<file path="src/rtl/memory_arbiter.sv">
// ---------------------------------------------------------------------------
// memory_arbiter
//
// Shares one Avalon-style memory port between three pipeline requesters:
// fetch (instruction read), the read stage (load) and the write stage
// (store). Only one bus transaction is outstanding at a time. Each
// requester gets a combinational hold (stall) and a one-cycle done pulse.
//
// Optional feature macro: ARBITER_ROUND_ROBIN_EN
//   defined   -> round-robin arbitration; the pointer moves to the requester
//                after the one most recently granted (reset pointer: fetch)
//   undefined -> fixed priority, write > read > fetch
//
// Ports
//   clock, reset_n            clock (rising edge), async active-low reset
//   f_req/f_addr              fetch read request and address
//   r_req/r_addr              load read request and address
//   w_req/w_addr/w_data       store request, address and data
//   flush                     discards an in-flight fetch result
//   f_hold/r_hold/w_hold      stall: request pending and not yet done
//   f_done/r_done/w_done      one-cycle completion pulses
//   rdata                     read data, valid with f_done/r_done
//   timeout_err               sticky read-timeout flag, cleared by reset only
//   mem_address/mem_writedata bus address and write data
//   mem_read/mem_write        bus strobes, never both high
//   mem_waitrequest           slave stall; strobes/address held while high
//   mem_readdata/valid        bus read data and its valid strobe
// ---------------------------------------------------------------------------
module memory_arbiter #(
    parameter int AW      = 32,
    parameter int DW      = 32,
    parameter int TIMEOUT = 255
) (
    input  logic          clock,
    input  logic          reset_n,
    input  logic          f_req,
    input  logic [AW-1:0] f_addr,
    input  logic          r_req,
    input  logic [AW-1:0] r_addr,
    input  logic          w_req,
    input  logic [AW-1:0] w_addr,
    input  logic [DW-1:0] w_data,
    input  logic          flush,
    output logic          f_hold,
    output logic          r_hold,
    output logic          w_hold,
    output logic          f_done,
    output logic          r_done,
    output logic          w_done,
    output logic [DW-1:0] rdata,
    output logic          timeout_err,
    output logic [AW-1:0] mem_address,
    output logic [DW-1:0] mem_writedata,
    output logic          mem_read,
    output logic          mem_write,
    input  logic          mem_waitrequest,
    input  logic [DW-1:0] mem_readdata,
    input  logic          mem_readdatavalid
);

    typedef enum logic [1:0] {IDLE, ISSUE, WAIT_DATA} state_t;
    typedef enum logic [1:0] {OWN_F, OWN_R, OWN_W} owner_t;

    localparam logic [7:0] TIMEOUT_CNT = 8'(TIMEOUT);

    state_t     state;
    owner_t     owner;
    logic [7:0] wait_cnt;
    logic       fetch_flushed;

    // A requester whose done pulse is showing this cycle is still holding
    // req high for one more edge; it must not be granted a second time.
    logic f_eff, r_eff, w_eff;
    assign f_eff = f_req & ~f_done;
    assign r_eff = r_req & ~r_done;
    assign w_eff = w_req & ~w_done;

    // Stalls are forced low while reset is asserted.
    assign f_hold = reset_n & f_eff;
    assign r_hold = reset_n & r_eff;
    assign w_hold = reset_n & w_eff;

    logic   grant_valid;
    owner_t grant_owner;

`ifdef ARBITER_ROUND_ROBIN_EN
    owner_t rr_ptr;

    // Round-robin: search starts at rr_ptr and wraps f -> r -> w -> f.
    always_comb begin
        grant_valid = f_eff | r_eff | w_eff;
        grant_owner = OWN_F;
        case (rr_ptr)
            OWN_R: begin
                if (r_eff)      grant_owner = OWN_R;
                else if (w_eff) grant_owner = OWN_W;
                else            grant_owner = OWN_F;
            end
            OWN_W: begin
                if (w_eff)      grant_owner = OWN_W;
                else if (f_eff) grant_owner = OWN_F;
                else            grant_owner = OWN_R;
            end
            default: begin
                if (f_eff)      grant_owner = OWN_F;
                else if (r_eff) grant_owner = OWN_R;
                else            grant_owner = OWN_W;
            end
        endcase
    end

    // Pointer advances to the requester after the one just granted.
    always_ff @(posedge clock or negedge reset_n) begin
        if (!reset_n) begin
            rr_ptr <= OWN_F;
        end else if (state == IDLE && grant_valid) begin
            case (grant_owner)
                OWN_F:   rr_ptr <= OWN_R;
                OWN_R:   rr_ptr <= OWN_W;
                default: rr_ptr <= OWN_F;
            endcase
        end
    end
`else
    // Fixed priority: stores drain first, then loads, then fetches.
    always_comb begin
        grant_valid = f_eff | r_eff | w_eff;
        grant_owner = OWN_F;
        if (w_eff)      grant_owner = OWN_W;
        else if (r_eff) grant_owner = OWN_R;
        else            grant_owner = OWN_F;
    end
`endif

    // Main transaction FSM with registered bus strobes and done pulses.
    // A fetch that sees flush at any point after its grant completes on the
    // bus but returns neither data nor f_done.
    always_ff @(posedge clock or negedge reset_n) begin
        if (!reset_n) begin
            state         <= IDLE;
            owner         <= OWN_F;
            wait_cnt      <= 8'd0;
            fetch_flushed <= 1'b0;
            f_done        <= 1'b0;
            r_done        <= 1'b0;
            w_done        <= 1'b0;
            rdata         <= '0;
            timeout_err   <= 1'b0;
            mem_address   <= '0;
            mem_writedata <= '0;
            mem_read      <= 1'b0;
            mem_write     <= 1'b0;
        end else begin
            f_done <= 1'b0;
            r_done <= 1'b0;
            w_done <= 1'b0;

            if (flush && owner == OWN_F && state != IDLE) begin
                fetch_flushed <= 1'b1;
            end

            case (state)
                IDLE: begin
                    if (grant_valid) begin
                        owner         <= grant_owner;
                        fetch_flushed <= 1'b0;
                        state         <= ISSUE;
                        case (grant_owner)
                            OWN_W: begin
                                mem_address   <= w_addr;
                                mem_writedata <= w_data;
                                mem_write     <= 1'b1;
                            end
                            OWN_R: begin
                                mem_address <= r_addr;
                                mem_read    <= 1'b1;
                            end
                            default: begin
                                mem_address <= f_addr;
                                mem_read    <= 1'b1;
                            end
                        endcase
                    end
                end

                ISSUE: begin
                    if (!mem_waitrequest) begin
                        mem_read  <= 1'b0;
                        mem_write <= 1'b0;
                        if (owner == OWN_W) begin
                            w_done <= 1'b1;
                            state  <= IDLE;
                        end else begin
                            wait_cnt <= 8'd0;
                            state    <= WAIT_DATA;
                        end
                    end
                end

                WAIT_DATA: begin
                    if (mem_readdatavalid) begin
                        state <= IDLE;
                        if (owner == OWN_R) begin
                            rdata  <= mem_readdata;
                            r_done <= 1'b1;
                        end else if (!(flush || fetch_flushed)) begin
                            rdata  <= mem_readdata;
                            f_done <= 1'b1;
                        end
                    end else if (wait_cnt == TIMEOUT_CNT) begin
                        state       <= IDLE;
                        timeout_err <= 1'b1;
                        if (owner == OWN_R) begin
                            rdata  <= '0;
                            r_done <= 1'b1;
                        end else if (!(flush || fetch_flushed)) begin
                            rdata  <= '0;
                            f_done <= 1'b1;
                        end
                    end else begin
                        wait_cnt <= wait_cnt + 8'd1;
                    end
                end

                default: state <= IDLE;
            endcase
        end
    end

endmodule

</file>
<file path="config.mk">
export PLATFORM = sky130hd
export DESIGN_NAME = memory_arbiter
export DESIGN_NICKNAME = d
export VERILOG_FILES = /design/src/rtl/memory_arbiter.sv
export SDC_FILE = /design/constraint.sdc
export NUM_CORES = 1
export LEC_CHECK = 0
export BUFFER_PORTS_ARGS = -buffer_cell sky130_fd_sc_hd__buf_2
export CORE_ASPECT_RATIO = 0.6
export CORE_UTILIZATION = 41
export DETAILED_ROUTE_END_ITERATION = 10
export GPL_TIMING_DRIVEN = 0
export PLACE_DENSITY = 0.86
export SYNTH_ARGS = -nofsm -noshare
export SYNTH_HDL_FRONTEND = slang
export SYNTH_SLANG_ARGS = --single-unit
</file>
<file path="constraint.sdc">
create_clock -name clock -period 1.5 [get_ports clock]
set_input_delay 0.075 -clock clock [delete_from_list [all_inputs] [get_ports clock]]
set_output_delay 0.075 -clock clock [all_outputs]
set_load 0.02 [all_outputs]
</file>
==> flow_summary_export.csv, run 1 <==
group,metric,value,unit
synthesis,synth_top_cell_by_area,"dfrtp_1",
synthesis,avgSynthCellArea,10.6,um^2
die,start_util,42.4,%
synthesis,synthTopCellsByArea,"dfrtp_1, nand2_1, mux2_2",
clocking,cts.sinks,115,
setup_path,path_class,"register to output pin",
pwr,ir_worst_vdd,0.000855,V
clocking,cts_htree_levels,4,
clocking,path_clk_slew,60,ps
pwr,powerDensity,2010,nW/um^2
synthesis,synth_cell_types,38,
setup_path,cp.arrival,1510,ps
global_routing,antenna_found_initial,3,
die,dieHeight,88.6,um
setup_path,cp_data_required_time,1420,ps
setup_path,path_buf_inv,3,
timing,rsz0062_at_grt,"true",
placement,detailed_place_hpwl,11900,um
clocking,clk_latency,420,ps
timing,fmax,630,MHz
detailed_routing,drc,0,
run_status,violations,"negative hold slack, negative setup slack",
clocking,cts_hold_buf,95,
setup_path,cp.depth,5,
synthesis,synth_common_cells,"dfrtp_1, nand2_1, nor2_1",
timing,whs,-400,ps
placement,globalplace.congestion,0.872,
global_routing,grt_max_degree,67,
pwr,p_leak,5.00,nW
detailed_routing,avgViaCountPerCell,5.34,
hold_path,hold_class,"primary input to async pin",
die,ioPinCount,273,
timing,final-hold-violation-count,50,
setup_path,cp_max_fo,8,
clocking,cts_buffer_depth,2,
timing,fin_ws,-87.5,ps
synthesis,async_flop_share,100,%
timing,finalCriticalPeriod,1590,ps
timing,worst_slew_pin_slew,511,ps
layout,seq_area,2880,um^2
global_routing,grtUsageTotal,30.4,%
die,fp-row-count,31,
placement,placed_area,6800,um^2
clocking,cts_buffers,17,
timing,fin_crit_sh,106,%
placement,dp_cells,922,
synthesis,syn-cell-area,5130,um^2
timing,relSlewSlack,66.0,%
job,drv_cap,0,
layout,drive_gt1_share,53.0,%
setup_path,critical-path-top-delay-family,"buffers and inverters",
placement,io_buffer_count,272,
layout,final_cells,1105,
setup_path,max_stage_delay,410,ps
layout,fin_util,80.3,%
detailed_routing,dr.pass1.iters,5,
setup_path,critPathLaunchType,"register",
synthesis,synth_flop_cell,"dfrtp_1",
synthesis,ys_seq_area_share,56.1,%
global_routing,grt_pass1_wl,29800,um
synthesis,syn_nets,653,
synthesis,yosysWarningCount,0,
detailed_routing,drt_first_iter_violations,391,
timing,slew_violations,0,
detailed_routing,ant_nets,0,
detailed_routing,via_count,5901,
run_status,outcome,"complete, but fails checks",
global_routing,grt_overflow_total,0,
setup_path,rr_worst_depth,7,
synthesis,synthCells,484,
global_routing,grt_pass1_vias,5724,
setup_path,worstSetupEndpointType,"output pin",
clocking,root_buffer,"clkbuf_16",
setup_path,cp_cell_sequence,"nand2b_4 > buf_8 > clkbuf_16 > nor2_4 > buf_6",
synthesis,ys_ff_latch,115,
layout,filler_cell_count,672,
synthesis,synth_top_area_share,56.1,%
setup_path,cpMaxStageDelayCell,"dfrtp_2",
layout,final_area,9720,um^2
timing,skew,11.5,ps
detailed_routing,post_drt_wl_per_cell,20.4,um
clocking,cts_tree,"built",
placement,preCtsSetupSlack,-248,ps
layout,multiInputGateArea,2630,um^2
synthesis,synth.most_common_cell,"dfrtp_1",
detailed_routing,wirelength,22500,um
die,dieArea,13000,um^2
die,die_w,146,um
die,core,12100,um^2
synthesis,synth_edf_count,0,
layout,area_growth,89.6,%
layout,layout.nets,1093,
timing,setup_viol,73,
-- where the power goes --
group          internal [mW]  total (mW)  switching (mW)
sequential              4.54        5.63            1.09
combinational           4.65        9.86            5.21
clock                   2.48        4.01            1.53
-- final cells by class --
cell class | count | share of cell area [%]
inverters | 5 | 0.193
clock inverters | 13 | 1.38
clock buffers | 19 | 4.56
repair buffers | 423 | 31.0
well taps | 165 | 2.12
multi-input cells | 329 | 27.0
diodes | 3 | 0.0772
plain buffers | 33 | 3.99
flip-flops and latches | 115 | 29.6
-- per-stage QoR --
step	total power [mW]	setup TNS, ps	hold WS (ps)
3_5_place_dp	12.1	-18610	46.6
4_1_cts	16.9	-194	-383
5_1_grt	20.2	-6970	-375
6_report	19.5	-2910	-400
2_1_floorplan	9.61	-1630	-221
3_3_place_gp	11.9	-133940	268
-- state kept, by name (all words and copies together), names as in the netlist --
register	cells
mem_write	1
state	2
mem_address	32
rdata	32
timeout_err	1
fetch_flushed	1
r_done	1
f_done	1
mem_writedata	32
w_done	1
mem_read	1
owner	2
wait_cnt	8
-- cell usage in the layout, fill, tap and decap left out, types with 3 or more instances in the layout --
cell type and n:
nand2b_4 3, buf_4 33, clkbuf_16 26, nand2_4 13
nor2_2 5, a21o_1 3, and3_1 28, nand2_1 82
o211ai_1 3, nor2_1 31, buf_8 9, o21ai_0 7
clkbuf_2 4, o31ai_4 9, dfrtp_1 114, o31ai_2 13
o31ai_1 12, buf_12 6, a22o_1 33, clkinv_2 5
nor2_4 3, clkinvlp_4 3, inv_1 5, diode_2 3
buf_2 270, buf_6 25, mux2_4 32, dlygate4sd3_1 95
nand2_2 6, and3_4 6
-- what timing repair did --
item	4_1_cts	5_1_grt
buffers inserted	27	17
gates resized for setup	63	153
endpoints found under the setup margin	110	107
endpoints found under the hold margin	148	50
cloned	3	8
pin swaps	10	28
-- cell families after synthesis --
group | count (synthesis) | synth area share [%]
AOI/OAI and AO/OA | 91 | 14.2
adders and majority gates | 1 | 0.244
buffers and inverters | 40 | 3.91
DFF | 115 | 56.1
muxes | 32 | 7.03
and+or+nand+nor | 205 | 18.5
-- final timing paths --
path | startpoint | endpoint | slack (ps)
worst max-delay path | w_done$_DFF_PN0_ | w_hold | -90
worst min-delay path | reset_n | rdata[10]$_DFFE_PN0P_ | -400
worst max register to register | wait_cnt[0]$_DFFE_PN0P_ | rdata[3]$_DFFE_PN0P_ | -80
worst min register to register | timeout_err$_DFFE_PN0P_ | timeout_err$_DFFE_PN0P_ | 450
max in group asynchronous | reset_n | w_done$_DFF_PN0_ | 1180
min in group clock | w_addr[23] | mem_address[23]$_DFFE_PN0P_ | 30
-- per-layer routing --
metal  part of all wire [%]  global-route usage [%]  vias up  wire, um
met2                     50                    54.9      313     11400
li1                       -                       -     2606         -
met5                      0                       0        -         0
met3                    6.6                    7.63       61      1500
met1                     40                    35.9     2921      8980
met4                    3.1                    10.6        0       691
(Power assumes the default switching activity.)
==> inputs of run 2 (changes only) <==
--- a/config.mk
+++ b/config.mk
@@ -6,7 +6,6 @@
 export NUM_CORES = 1
 export LEC_CHECK = 0
 export BUFFER_PORTS_ARGS = -buffer_cell sky130_fd_sc_hd__buf_2
-export CORE_ASPECT_RATIO = 0.6
 export CORE_UTILIZATION = 41
 export DETAILED_ROUTE_END_ITERATION = 10
 export GPL_TIMING_DRIVEN = 0
==> run 2 against run 1 <==
The flow still finishes with violations (negative hold slack, negative setup slack). Critical path depth is the same. Combinational power up 4%. Setup slack lost 62 ps. Core utilization rose by 2.3 points. Total power increased by 4.6%. Sequential share of layout area is 0.83 points lower. Count of clock-buffer cells in the layout is 5 higher. Register-to-register slack worse by 70 ps.
==> flow_summary_export.csv, run 2 (same netlist as run 1, synthesis figures left out) <==
group,metric,value,unit
run_status,outcome,"complete, but fails checks",
run_status,violations,"negative hold slack, negative setup slack",
timing,rsz0062_at_grt,"true",
layout,layout.cells.most_common,"buf_2",
hold_path,hold_class,"primary input to async pin",
layout,layout.nets,1102,
setup_path,max_stage_delay,400,ps
detailed_routing,post_drt_wl_per_cell,19.1,um
clocking,cts.sinks,115,
layout,final_cells,1114,
detailed_routing,met1_length,7810,um
die,die_w,114,um
timing,skew,8.43,ps
clocking,clk_latency,410,ps
placement,placed_area,6800,um^2
placement,io_buffer_count,272,
detailed_routing,wirelength,21300,um
die,core,12100,um^2
layout,final_cell_mix,"buf_2, dfrtp_1, dlygate4sd3_1",
detailed_routing,ant_nets,0,
clocking,cts_hold_buf,96,
timing,whs,-379,ps
global_routing,grt_max_degree,67,
global_routing,grt_pass1_wl,28800,um
timing,finalCriticalPeriod,1650,ps
timing,setup_viol,84,
layout,filler_cell_count,652,
detailed_routing,drt_first_iter_violations,384,
detailed_routing,wl_met2,11200,um
detailed_routing,drc,0,
die,fp-row-count,40,
die,start_util,42.3,%
setup_path,path_class,"register to register",
layout,drive_gt1_share,55.5,%
timing,fmax,606,MHz
detailed_routing,dr.pass1.iters,5,
setup_path,cp_cell_sequence,"nand2b_4 > buf_8 > buf_1 > nor2_1 > o31ai_2",
timing,fin_crit_sh,110,%
setup_path,cpMaxStageDelayCell,"buf_1",
clocking,cts_buffers,17,
layout,fin_util,82.6,%
layout,largestRegisters,"mem_address (32), mem_writedata (32), rdata (32)",
global_routing,grtUsageTotal,29.0,%
job,drv_cap,0,
detailed_routing,avgViaCountPerCell,5.33,
setup_path,cp.arrival,1950,ps
pwr,powerDensity,2040,nW/um^2
global_routing,grt_overflow_total,0,
die,ioPinCount,273,
placement,dp_cells,925,
timing,relSlewSlack,65.9,%
placement,detailed_place_hpwl,10900,um
placement,preCtsSetupSlack,-268,ps
clocking,path_clk_slew,60,ps
placement,globalplace.congestion,0.847,
clocking,root_buffer,"clkbuf_16",
layout,n_antenna_cell,0,
die,dieArea,13000,um^2
global_routing,antenna_found_initial,0,
global_routing,grt_pass1_vias,5780,
setup_path,cp_max_fo,10,
detailed_routing,top_layer,"met4",
clocking,cts_tree,"built",
pwr,p_leak,5.08,nW
setup_path,r2r_slack,-150,ps
timing,fin_ws,-150,ps
timing,final-hold-violation-count,50,
setup_path,critPathLaunchType,"register",
die,dieHeight,114,um
timing,slew_violations,0,
layout,area_growth,95.2,%
clocking,cts_buffer_depth,2,
clocking,cts_htree_levels,4,
detailed_routing,via_count,5935,
pwr,ir_worst_vdd,0.00137,V
timing,worst_slew_pin_slew,512,ps
setup_path,worstSetupEndpointType,"register",
layout,final_area,10000,um^2
setup_path,cp_data_required_time,1800,ps
detailed_routing,wl_met3,1390,um
## run 2: cell count changes in the layout (fill, tap and decap cells not counted), sizes merged
cell,delta
inv,-2
diode,-3
clkinv,-3
bufinv,+3
clkbuf,+1
buf,+12
dlygate4sd3,+1
clkinvlp,-3
## run 2: critical path, delay by kind of cell, from the launching register on
family | cells | cell delay (ps)
and+or+nand+nor | 2 | 350
buffers and inverters | 2 | 530
DFF | 1 | 350
AOI/OAI and AO/OA | 1 | 320
## run 2: path summary, 6_finish.rpt
check,from,end,depth (start not counted)
max in group asynchronous,reset_n,wait_cnt[0]$_DFFE_PN0P_,2
setup / recovery,w_done$_DFF_PN0_,mem_address[23]$_DFFE_PN0P_,5
min in group clock,w_addr[21],mem_address[21]$_DFFE_PN0P_,3
hold / removal,reset_n,mem_writedata[9]$_DFFE_PN0P_,1
hold reg to reg,timeout_err$_DFFE_PN0P_,timeout_err$_DFFE_PN0P_,1
setup reg to reg,w_done$_DFF_PN0_,mem_address[23]$_DFFE_PN0P_,5
## run 2: area by class of cell
class	count	area [um^2]	share of cell area [%]
plain buffers	31	362	3.61
flip-flops and latches	115	2880	28.8
inverters	5	18.8	0.188
clock inverters	8	173	1.73
well taps	168	210	2.10
repair buffers	434	3080	30.8
clock buffers	24	482	4.81
multi-input cells	329	2800	28.0
## run 2: through the flow
| stage | TNS, ps | total power, mW | hold WS [ps] |
|---|---|---|---|
| 2_1_floorplan | -1630 | 9.61 | -221 |
| 3_3_place_gp | -135880 | 11.8 | 296 |
| 3_5_place_dp | -16730 | 12.0 | 56.9 |
| 4_1_cts | -1790 | 17.2 | -377 |
| 5_1_grt | -8920 | 21.2 | -349 |
| 6_report | -4690 | 20.4 | -379 |
## run 2: report_power, final
part | switching (mW) | internal [mW]
Sequential | 1.01 | 4.54
Clock | 1.41 | 3.08
Combinational | 5.43 | 4.92
Total | 7.85 | 12.5
## run 2: per-layer routing
layer | vias up | global-route usage (%)
met4 | 0 | 14.5
li1 | 2617 | -
met2 | 351 | 51.6
met1 | 2883 | 32.2
met5 | - | 0
met3 | 84 | 7.23
## run 2: timing repair
action | 4_1_cts | 5_1_grt
buffers inserted | 29 | 26
resized for setup | 59 | 190
pin swaps | 11 | 40
setup endpoints to repair | 109 | 107
cloned | 3 | 7
endpoints found under the hold margin | 149 | 50
